`config.mk`:
```
export PLATFORM = sky130hd
export DESIGN_NAME = cam_capture_scaled
export DESIGN_NICKNAME = d
export VERILOG_FILES = /design/src/rtl/cam_capture_scaled.sv
export SDC_FILE = /design/constraint.sdc
export NUM_CORES = 1
export LEC_CHECK = 0
export BUFFER_PORTS_ARGS = -buffer_cell sky130_fd_sc_hd__buf_4
export CAP_MARGIN = 10
export CORE_UTILIZATION = 50
export CTS_BUF_LIST = sky130_fd_sc_hd__clkbuf_2 sky130_fd_sc_hd__clkbuf_4 sky130_fd_sc_hd__clkbuf_8
export DETAILED_ROUTE_END_ITERATION = 8
export PLACE_DENSITY = 0.72
export SKIP_CTS_REPAIR_TIMING = 1
export SLEW_MARGIN = 20
export SYNTH_ARGS = -nofsm -noshare
export SYNTH_HDL_FRONTEND = slang
export SYNTH_SLANG_ARGS = --single-unit
```
`constraint.sdc`:
```
create_clock -name CAM_PCLK -period 3.2 [get_ports CAM_PCLK]
set_clock_uncertainty 0.15 [all_clocks]
set_input_delay 0.64 -clock CAM_PCLK [delete_from_list [all_inputs] [get_ports CAM_PCLK]]
set_output_delay 0.64 -clock CAM_PCLK [all_outputs]
set_load 0.02 [all_outputs]
```
`src/rtl/cam_capture_scaled.sv`:
```
// Camera byte-stream capture: folds RGB565 byte pairs into RGB444/RGB332 words,
// decimates and clips to a fixed frame, and freezes the buffer on a photo request.
module cam_capture_scaled #(
    parameter int AW    = 15,
    parameter int DW    = 12,
    parameter int IMG_W = 160,
    parameter int IMG_H = 120,
    parameter int DECIM = 1
) (
    input  logic          CAM_PCLK,
    input  logic          rst,
    input  logic          CAM_VSYNC,
    input  logic          CAM_HREF,
    input  logic [7:0]    CAM_px_data,
    input  logic          Photo_button,
    input  logic          Video_button,
    output logic [AW-1:0] DP_RAM_addr_in,
    output logic [DW-1:0] DP_RAM_data_in,
    output logic          DP_RAM_regW,
    output logic          frame_done,
    output logic          frame_err,
    output logic          frozen
);

    localparam int          DSH        = (DECIM == 4) ? 2 : (DECIM == 2) ? 1 : 0;
    localparam logic [11:0] DMASK      = 12'(DECIM - 1);
    localparam logic [11:0] IMG_W12    = 12'(IMG_W);
    localparam logic [11:0] IMG_H12    = 12'(IMG_H);
    localparam logic [11:0] FULL_LINES = 12'(IMG_H * DECIM);

    typedef enum logic [2:0] {
        IDLE,
        WAIT_LINE,
        BYTE_HI,
        BYTE_LO,
        FROZEN
    } state_t;

    state_t state, state_n;

    logic          vsync_q;
    logic          href_q;
    logic          photo_q;
    logic [7:0]    byte_hi_p0;
    logic [11:0]   pix_cnt;
    logic [11:0]   line_cnt;
    logic [AW-1:0] col_cnt;
    logic [AW-1:0] row_base;
    logic [AW-1:0] addr_p1;
    logic [DW-1:0] data_p1;
    logic          vld_p1;

    logic take_hi, form_px, line_end, frame_end;
    logic vsync_rise, vsync_fall, href_rise;
    logic keep_px, row_adv;
    logic [11:0] line_nxt;

    function automatic logic [11:0] sat_inc(input logic [11:0] v);
        return (v == 12'hFFF) ? v : v + 12'd1;
    endfunction

    function automatic logic [DW-1:0] pack_px(input logic [7:0] b1, input logic [7:0] b2);
        logic [4:0] r;
        logic [5:0] g;
        logic [4:0] b;
        r = b1[7:3];
        g = {b1[2:0], b2[7:5]};
        b = b2[4:0];
        if (DW == 8)
            return DW'({r[4:2], g[5:3], b[4:3]});
        else
            return DW'({r[4:1], g[5:2], b[4:1]});
    endfunction

    assign vsync_rise = CAM_VSYNC & ~vsync_q;
    assign vsync_fall = ~CAM_VSYNC & vsync_q;
    assign href_rise  = CAM_HREF & ~href_q;

    assign keep_px  = ((pix_cnt & DMASK) == 12'd0) && ((line_cnt & DMASK) == 12'd0) &&
                      ((pix_cnt >> DSH) < IMG_W12) && ((line_cnt >> DSH) < IMG_H12);
    assign line_nxt = sat_inc(line_cnt);
    // The row base only steps when the line just finished starts a new stored row.
    assign row_adv  = ((line_nxt & DMASK) == 12'd0) && ((line_nxt >> DSH) < IMG_H12);

    always_ff @(posedge CAM_PCLK) begin
        if (rst) state <= IDLE;
        else     state <= state_n;
    end

    always_comb begin
        state_n   = state;
        take_hi   = 1'b0;
        form_px   = 1'b0;
        line_end  = 1'b0;
        frame_end = 1'b0;
        case (state)
            IDLE: begin
                if (vsync_fall) state_n = WAIT_LINE;
            end
            WAIT_LINE: begin
                if (vsync_rise) begin
                    frame_end = 1'b1;
                end else if (href_rise) begin
                    take_hi = 1'b1;
                    state_n = BYTE_LO;
                end
            end
            BYTE_LO: begin
                if (vsync_rise) begin
                    frame_end = 1'b1;
                end else if (CAM_HREF) begin
                    form_px = 1'b1;
                    state_n = BYTE_HI;
                end else begin
                    line_end = 1'b1;
                    state_n  = WAIT_LINE;
                end
            end
            BYTE_HI: begin
                if (vsync_rise) begin
                    frame_end = 1'b1;
                end else if (CAM_HREF) begin
                    take_hi = 1'b1;
                    state_n = BYTE_LO;
                end else begin
                    line_end = 1'b1;
                    state_n  = WAIT_LINE;
                end
            end
            FROZEN: begin
                if (Video_button) state_n = IDLE;
            end
            default: state_n = IDLE;
        endcase
        if (frame_end) state_n = photo_q ? FROZEN : IDLE;
    end

    always_ff @(posedge CAM_PCLK) begin
        if (rst) begin
            vsync_q    <= 1'b0;
            href_q     <= 1'b0;
            photo_q    <= 1'b0;
            byte_hi_p0 <= '0;
            pix_cnt    <= '0;
            line_cnt   <= '0;
            col_cnt    <= '0;
            row_base   <= '0;
            addr_p1    <= '0;
            data_p1    <= '0;
            vld_p1     <= 1'b0;
            frame_done <= 1'b0;
            frame_err  <= 1'b0;
        end else begin
            vsync_q    <= CAM_VSYNC;
            href_q     <= CAM_HREF;
            vld_p1     <= 1'b0;
            frame_done <= 1'b0;

            if (Video_button)
                photo_q <= 1'b0;
            else if (Photo_button && state != FROZEN)
                photo_q <= 1'b1;

            // stage p0: first byte of the pair held until its partner arrives
            if (take_hi) byte_hi_p0 <= CAM_px_data;

            // stage p1: assembled pixel, address and strobe presented to the RAM
            if (form_px) begin
                pix_cnt <= sat_inc(pix_cnt);
                if (keep_px) begin
                    vld_p1  <= 1'b1;
                    addr_p1 <= row_base + col_cnt;
                    data_p1 <= pack_px(byte_hi_p0, CAM_px_data);
                    col_cnt <= col_cnt + AW'(1);
                end
            end

            if (line_end) begin
                pix_cnt  <= '0;
                col_cnt  <= '0;
                line_cnt <= line_nxt;
                if (row_adv) row_base <= row_base + AW'(IMG_W);
            end

            if (frame_end) begin
                frame_done <= 1'b1;
                frame_err  <= (line_cnt != FULL_LINES);
            end

            if (state == IDLE || state == FROZEN) begin
                pix_cnt  <= '0;
                line_cnt <= '0;
                col_cnt  <= '0;
                row_base <= '0;
            end
        end
    end

    assign DP_RAM_addr_in = addr_p1;
    assign DP_RAM_data_in = data_p1;
    assign DP_RAM_regW    = vld_p1;
    assign frozen         = (state == FROZEN);

endmodule

```
==> results.tsv, run 1 <==
stage	metric	value	unit
status	status	complete, no violations	
clock_network	cts-buffers-inserted	9	
timing	setup-violations-final	0	
placed_design	hpwl	6890	µm
clock_network	cts_root_buf	clkbuf_8	
yosys	ys_top_cells_by_count	nand2_1 (94), dfxtp_1 (92), nor2_1 (60)	
clock_network	cts_htree_levels	3	
flow_run	drv_cap	0	
finish	antenna_cells	0	
finish	area_growth	13.4	%
placed_design	gp_congestion	0.889	
power_and_ir_drop	ir_drop	0.333	mV
die	initial_core_util	0.513	
critical_path	crit_fanout	11	
yosys	synth_area	0.00445	mm²
timing	setup_tns	0	ns
drt	firstDrtPassIters	4	
critical_path	r2r_slack	0.32	ns
die	core_area	0.00868	mm²
yosys	ys_types	48	
power_and_ir_drop	power_density	403	mW/mm²
power_and_ir_drop	power	2.04	mW
timing	period_share	0.899	
grt	grt_max_degree	54	
timing	slew_violations	0	
clock_network	clk_pin_slew	0.10	ns
yosys	ys.warnings.count	0	
timing	timing.fmax	0.348	GHz
clock_network	clock-sinks	92	
finish	fill_cells	800	
yosys	synth-edff-count	0	
yosys	yosysSeqAreaShare	0.414	
critical_path	cp_data_arrival_time	3.01	ns
yosys	synth_top_area_frac	0.414	
placed_design	io_buffers	44	
timing	slew_headroom	0.333	
critical_path	start_kind	flip-flop	
critical_path	cp_slowest_cell	or4_4	
drt	wl_per_cell	13.9	µm
timing	timing.final.ws_setup	0.323	ns
critical_path	critPathRequiredTime	3.34	ns
drt	drc	0	
yosys	synth_nets	569	
yosys	synth_top_area_cell	dfxtp_1	
critical_path	crit_path_end_kind	flip-flop	
grt	overflow	0	
timing	holdWs	0.286	ns
grt	grt_usage	0.213	
finish	drive_gt1_frac	0.138	
critical_path	crit_path_cell_trace	and3_1 -> nand4_2 -> mux2_4 -> or4_4 -> nor4b_1 -> mux2i_1	
clock_network	clockBufferDepth	2	
power_and_ir_drop	leakagePower	1.86	nW
yosys	synth_most_common_cell	nand2_1	
yosys	ys_ff_latch	92	
grt	antenna_found_initial	0	
timing	tightest_slew	1.00	ns
clock_network	cts_tree	done	
drt	vias	3817	
yosys	synth_top_flop_cell	dfxtp_1	
critical_path	max_stage_delay	0.62	ns
timing	min_period	2.88	ns
timing	rsz0062_at_grt	false	
placed_design	post-place-ws	0.401	ns
hold_path	hold_class	in -> reg	
finish	fin_util	0.582	
drt	via_per_inst	5.56	
clock_network	clock_latency	0.36	ns
drt	drt_iter0_markers	199	
die	fp.dieH	96.4	µm
yosys	ys_top_cells_by_area	dfxtp_1 (41%), nand2_1 (7.9%), a21oi_1 (5.1%)	
finish	nNetsFinal	602	
die	fp.dieW	96.4	µm
drt	postRouteAntennaNets	0	
yosys	avgSynthCellArea	8.25	µm²
drt	wirelength	9520	µm
timing	finalHoldViolations	0	
die	io_pins	45	
die	dieArea	0.00929	mm²
die	rows	34	
grt	grt_pass1_wl	15600	µm
yosys	async_flop_share	0	
yosys	netlist_instances	540	
critical_path	path_class	reg -> reg	
grt	grt_pass1_vias	3475	
-- sequential cells by signal, summed over array words and instances (netlist names) --
name            cells
DP_RAM_data_in     12
row_base           10
byte_hi_p0          7
col_cnt            15
vsync_q             1
frame_done          1
state               3
DP_RAM_regW         1
pix_cnt            12
line_cnt           12
DP_RAM_addr_in     15
href_q              1
photo_q             1
frame_err           1
-- metal layers --
metal | vias up | global-route usage | wire (µm)
met1 | 1792 | 0.266 | 4510
met5 | - | 0 | 0
li1 | 1940 | - | -
met2 | 80 | 0.375 | 4540
met4 | 0 | 0.0564 | 58
met3 | 5 | 0.0415 | 414
-- cells in the final DEF, fill, tap and decap left out, types with 13 or more instances in the layout --
master	instances
a21oi_1	45
buf_4	49
dfxtp_1	92
ha_1	14
inv_1	15
mux2i_1	20
nand2_1	94
nand3_1	19
nand4_1	13
nor2_1	60
nor3_1	13
or3_1	16
xnor2_1	16
xor2_1	15
-- through the flow --
| stage | cells | cell area [µm²] |
|---|---|---|
| after global placement | 670 | 4840 |
| after global routing | 686 | 5050 |
| after detailed placement | 670 | 4840 |
| after floorplan | 540 | 4450 |
| after CTS | 686 | 5050 |
| final | 686 | 5050 |
-- final cells by class --
cell class / count / area [µm²] / area share
flip-flops and latches: 92 / 1840 / 0.365
repair buffers: 49 / 368 / 0.0728
well taps: 108 / 135 / 0.0268
clock inverters: 7 / 90.1 / 0.0178
inverters: 15 / 56.3 / 0.0111
multi-input cells: 406 / 2430 / 0.482
clock buffers: 9 / 124 / 0.0245
-- report_power, final --
part | total (mW) | switching (mW) | internal [mW] | leakage (nW)
combinational | 0.0504 | 0.0302 | 0.0202 | 1.01
sequential | 1.15 | 0.00260 | 1.15 | 0.742
clock | 0.834 | 0.450 | 0.385 | 0.110
total | 2.04 | 0.482 | 1.55 | 1.86
-- kinds of logic (layout without fill, tap and decap cells) --
logic type	Yosys count	in the layout	share of synthesized area
xor+xnor	31	31	0.0610
simple gates	261	261	0.289
mux	23	23	0.0534
compound gates	76	76	0.0986
flops	92	92	0.414
buf+inv	42	80	0.0407
fa+ha+maj	15	15	0.0438
-- worst max-delay path: cells and delay by family (launching register included) --
family | cells | cell delay, ns
and+or+nand+nor | 4 | 1.62
DFF | 1 | 0.47
muxes | 2 | 0.57
-- worst paths after layout --
| path | startpoint | endpoint | depth (start not counted) |
|---|---|---|---|
| worst max-delay path | line_cnt[2] | row_base[9] | 6 |
| worst min-delay path | Video_button | photo_q | 2 |
| worst max register to register | line_cnt[2] | row_base[9] | 6 |
| worst min register to register | DP_RAM_addr_in[13] | DP_RAM_addr_in[13] | 2 |
(Power assumes the default switching activity.)
==> inputs of run 2 (changes only) <==
- PLACE_DENSITY: 0.72 -> 0.75
- clock period: 3.2 -> 2.6 ns (I/O delays scaled with it)
==> results.tsv, run 2 (same netlist as run 1, synthesis figures left out) <==
stage	metric	value	unit
critical_path	critPathRequiredTime	2.71	ns
critical_path	crit_fanout	5	
power_and_ir_drop	leakagePower	1.93	nW
die	dieArea	0.00929	mm²
placed_design	hpwl	7070	µm
die	core_area	0.00868	mm²
placed_design	dpl_cell_area	0.00497	mm²
die	fp.dieH	96.4	µm
grt	antenna_found_initial	0	
placed_design	gp_congestion	0.913	
power_and_ir_drop	power_density	462	mW/mm²
grt	grt_pass1_wl	15700	µm
placed_design	io_buffers	44	
finish	area_growth	16.8	%
timing	setup_tns	0	ns
drt	wl_per_cell	14.0	µm
clock_network	cts_htree_levels	3	
critical_path	path_class	reg -> reg	
drt	drt_iter0_markers	156	
finish	antenna_cells	0	
timing	setup-violations-final	0	
drt	via_per_inst	5.54	
die	rows	34	
drt	wirelength	9860	µm
grt	grt_max_degree	54	
die	fp.dieW	96.4	µm
timing	tightest_slew	0.695	ns
timing	finalHoldViolations	0	
timing	min_period	2.50	ns
finish	drive_gt1_frac	0.176	
critical_path	start_kind	flip-flop	
drt	firstDrtPassIters	4	
status	status	complete, no violations	
finish	layout.cells.most_common_list	nand2_1 (94), dfxtp_1 (89), buf_4 (64)	
clock_network	clockBufferDepth	2	
drt	vias	3897	
finish	fin_area	0.00520	mm²
clock_network	cts_root_buf	clkbuf_8	
critical_path	cp_data_arrival_time	2.62	ns
critical_path	crit_path_end_kind	flip-flop	
clock_network	clk_pin_slew	0.09	ns
finish	final_common_cell	nand2_1	
finish	nNetsFinal	619	
timing	slew_violations	0	
grt	grt_pass1_vias	3494	
power_and_ir_drop	power	2.40	mW
timing	timing.fmax	0.399	GHz
flow_run	drv_cap	0	
power_and_ir_drop	ir_drop	0.245	mV
timing	slew_headroom	0.537	
hold_path	hold_class	in -> reg	
clock_network	cts-buffers-inserted	9	
die	io_pins	45	
drt	drc	0	
grt	grt_usage	0.217	
drt	postRouteAntennaNets	0	
timing	period_share	0.963	
clock_network	clock_latency	0.37	ns
finish	fill_cells	798	
die	initial_core_util	0.513	
clock_network	cts_tree	done	
clock_network	clock-sinks	92	
grt	overflow	0	
-- run 2: cell count changes in the layout (fill, tap and decap cells not counted), moves of 2 or more --
cell / before / now
and3_2: 0 / 2
dfxtp_2: 0 / 3
and3_1: 7 / 5
nor4_2: 6 / 4
nor4_4: 0 / 2
dfxtp_1: 92 / 89
buf_4: 49 / 64
clkinvlp_4: 0 / 2
-- run 2: cell type report --
class | count | area [µm²] | area share
clock buffer | 9 | 124 | 0.0238
clock inverter | 7 | 63.8 | 0.0123
inverter | 15 | 56.3 | 0.0108
multi-input combinational | 407 | 2480 | 0.476
sequential | 92 | 1850 | 0.355
tap | 108 | 135 | 0.0260
timing repair buffer | 65 | 500 | 0.0962
-- run 2: metal layers --
metal	global-route usage	routed length, µm
met1	0.265	4480
met3	0.0516	465
met5	0	0
met2	0.376	4770
met4	0.0674	150
-- run 2: worst max-delay path, stage by stage (launching register included) --
cell     delay, ns
dfxtp_1       0.34
or2_1         0.24
or4_1         0.53
or4_1         0.63
nor4_2        0.30
xnor2_1       0.15
nor2_1        0.05
-- run 2: power breakdown --
part	internal [mW]	switching [mW]	total (mW)
Sequential	1.41	0.00301	1.42
Combinational	0.0260	0.0370	0.0629
Clock	0.369	0.557	0.926
Total	1.81	0.597	2.40
-- run 2: worst paths after layout --
kind	start	to	slack, ns	cells after the start
worst max-delay path	line_cnt[7]	col_cnt[12]	0.1	6
worst min-delay path	Video_button	photo_q	0.17	2
worst max register to register	line_cnt[7]	col_cnt[12]	0.1	6
worst min register to register	byte_hi_p0[0]	DP_RAM_data_in[5]	0.31	2
-- run 2: per-stage QoR --
stage	setup WS (ns)	util	std cells	hold WS, ns
final	0.0956	0.599	703	0.170
after global routing	-0.0121	0.599	703	0.156
after CTS	-0.0543	0.594	702	0.148
after detailed placement	-0.0455	0.573	686	0.295
after global placement	0.0252	0.573	686	0.287
after floorplan	0.118	-	540	0.282
==> inputs of run 3 (changes only) <==
- SETUP_SLACK_MARGIN: not set -> 0.2
==> results.tsv, run 3 (same netlist as run 1, synthesis figures left out) <==
stage	metric	value	unit
status	status	complete, no violations	
finish	fill_cells	742	
hold_path	holdPathStages	2	
drt	wl_per_cell	14.2	µm
grt	grt_pass1_wl	16100	µm
placed_design	dpl_cell_area	0.00506	mm²
finish	drive_gt1_frac	0.208	
clock_network	clk_pin_slew	0.10	ns
die	core_area	0.00868	mm²
die	io_pins	45	
critical_path	max_stage_delay	0.63	ns
timing	slew_violations	0	
clock_network	cts-buffers-inserted	9	
clock_network	clockBufferDepth	2	
timing	finalHoldViolations	0	
clock_network	cts_root_buf	clkbuf_8	
finish	fin_area	0.00539	mm²
finish	nNetsFinal	625	
finish	fin_util	0.621	
hold_path	hold_class	in -> reg	
critical_path	crit_path_end_kind	flip-flop	
drt	wirelength	10100	µm
placed_design	gp_congestion	0.918	
timing	rsz0062_at_grt	true	
critical_path	timing.rr.start	line_cnt[6]	
finish	seq_area	0.00185	mm²
power_and_ir_drop	power_density	452	mW/mm²
grt	antenna_found_initial	0	
timing	period_share	0.938	
clock_network	cts_tree	done	
grt	overflow	0	
critical_path	cpLargestDelayFamily	simple AND/OR/NAND/NOR gates	
die	fp.dieH	96.4	µm
timing	min_period	2.44	ns
drt	via_per_inst	5.55	
placed_design	io_buffers	44	
timing	slew_headroom	0.634	
critical_path	cp_data_arrival_time	2.58	ns
timing	tightest_slew	0.549	ns
timing	setup_tns	0	ns
critical_path	start_kind	flip-flop	
finish	area_growth	21.1	%
grt	grt_pass1_vias	3513	
critical_path	cp.buffers_inverters	1	
critical_path	path_class	reg -> reg	
power_and_ir_drop	leakagePower	2.00	nW
critical_path	worstRegToRegCells	7	
die	initial_core_util	0.513	
finish	antenna_cells	0	
drt	firstDrtPassIters	5	
drt	drt_iter0_markers	203	
die	rows	34	
critical_path	critPathRequiredTime	2.74	ns
critical_path	crit_fanout	7	
power_and_ir_drop	ir_drop	0.276	mV
hold_path	min_from	Video_button	
finish	layout.cells.non_filler	709	
finish	final_common_cell	nand2_1	
clock_network	cts_htree_levels	3	
die	fp.dieW	96.4	µm
placed_design	hpwl	6900	µm
clock_network	clock-sinks	92	
drt	drc	0	
timing	holdWs	0.167	ns
timing	setup-violations-final	0	
grt	grt_usage	0.221	
critical_path	cp_slowest_cell	or4_4	
critical_path	crit_path_cell_trace	and4_4 -> nand4_1 -> mux2_2 -> or4_4 -> buf_8 -> nor4_4 -> mux2i_1	
timing	timing.fmax	0.410	GHz
drt	vias	3932	
critical_path	startpoint	line_cnt[6]	
finish	multi_input_area	0.00258	mm²
grt	grt_max_degree	54	
die	dieArea	0.00929	mm²
drt	postRouteAntennaNets	0	
finish	layout.cells.most_common_list	nand2_1 (93), dfxtp_1 (87), buf_4 (69)	
placed_design	dpl.cell_count	691	
critical_path	cp.depth	7	
flow_run	drv_cap	0	
clock_network	clock_latency	0.37	ns
## run 3: final timing paths
check	to	slack (ns)
setup / recovery	row_base[12]	0.16
setup reg to reg	row_base[12]	0.16
hold reg to reg	DP_RAM_data_in[8]	0.31
hold / removal	photo_q	0.17
## run 3: cell type report
type                    instances  share of cell area
well taps                     108              0.0251
inverters                      15              0.0104
clock inverters                 7              0.0146
flip-flops and latches         92               0.344
multi-input cells             406               0.479
clock buffers                   9              0.0230
repair buffers                 72               0.105
## run 3: power by group
part	total, mW	internal, mW	switching, mW	leakage, nW
sequential	1.41	1.41	0.00305	0.745
clock	0.958	0.381	0.577	0.102
combinational	0.0642	0.0264	0.0378	1.16
total	2.44	1.82	0.618	2.00
## run 3: stage by stage
step                      total power, mW  setup WS, ns
after floorplan                      1.48         0.144
after global placement               1.51        0.0758
after detailed placement             1.51        0.0540
after CTS                            2.47        0.0200
after global routing                 2.53        0.0610
final                                2.44         0.161
## run 3: layer usage
metal,part of all wire,vias up,wire length (µm),track usage
li1,-,1992,-,-
met1,0.44,1835,4460,0.278
met2,0.49,94,4960,0.381
met3,0.054,11,539,0.0376
met4,0.011,0,110,0.0809
met5,0,-,0,0
## run 3: worst reg2reg max path, delay by kind of cell, from the launching register on
family / cells / cell delay (ns)
buffers and inverters: 1 / 0.18
and+or+nand+nor: 4 / 1.15
muxes: 2 / 0.52
DFF: 1 / 0.38
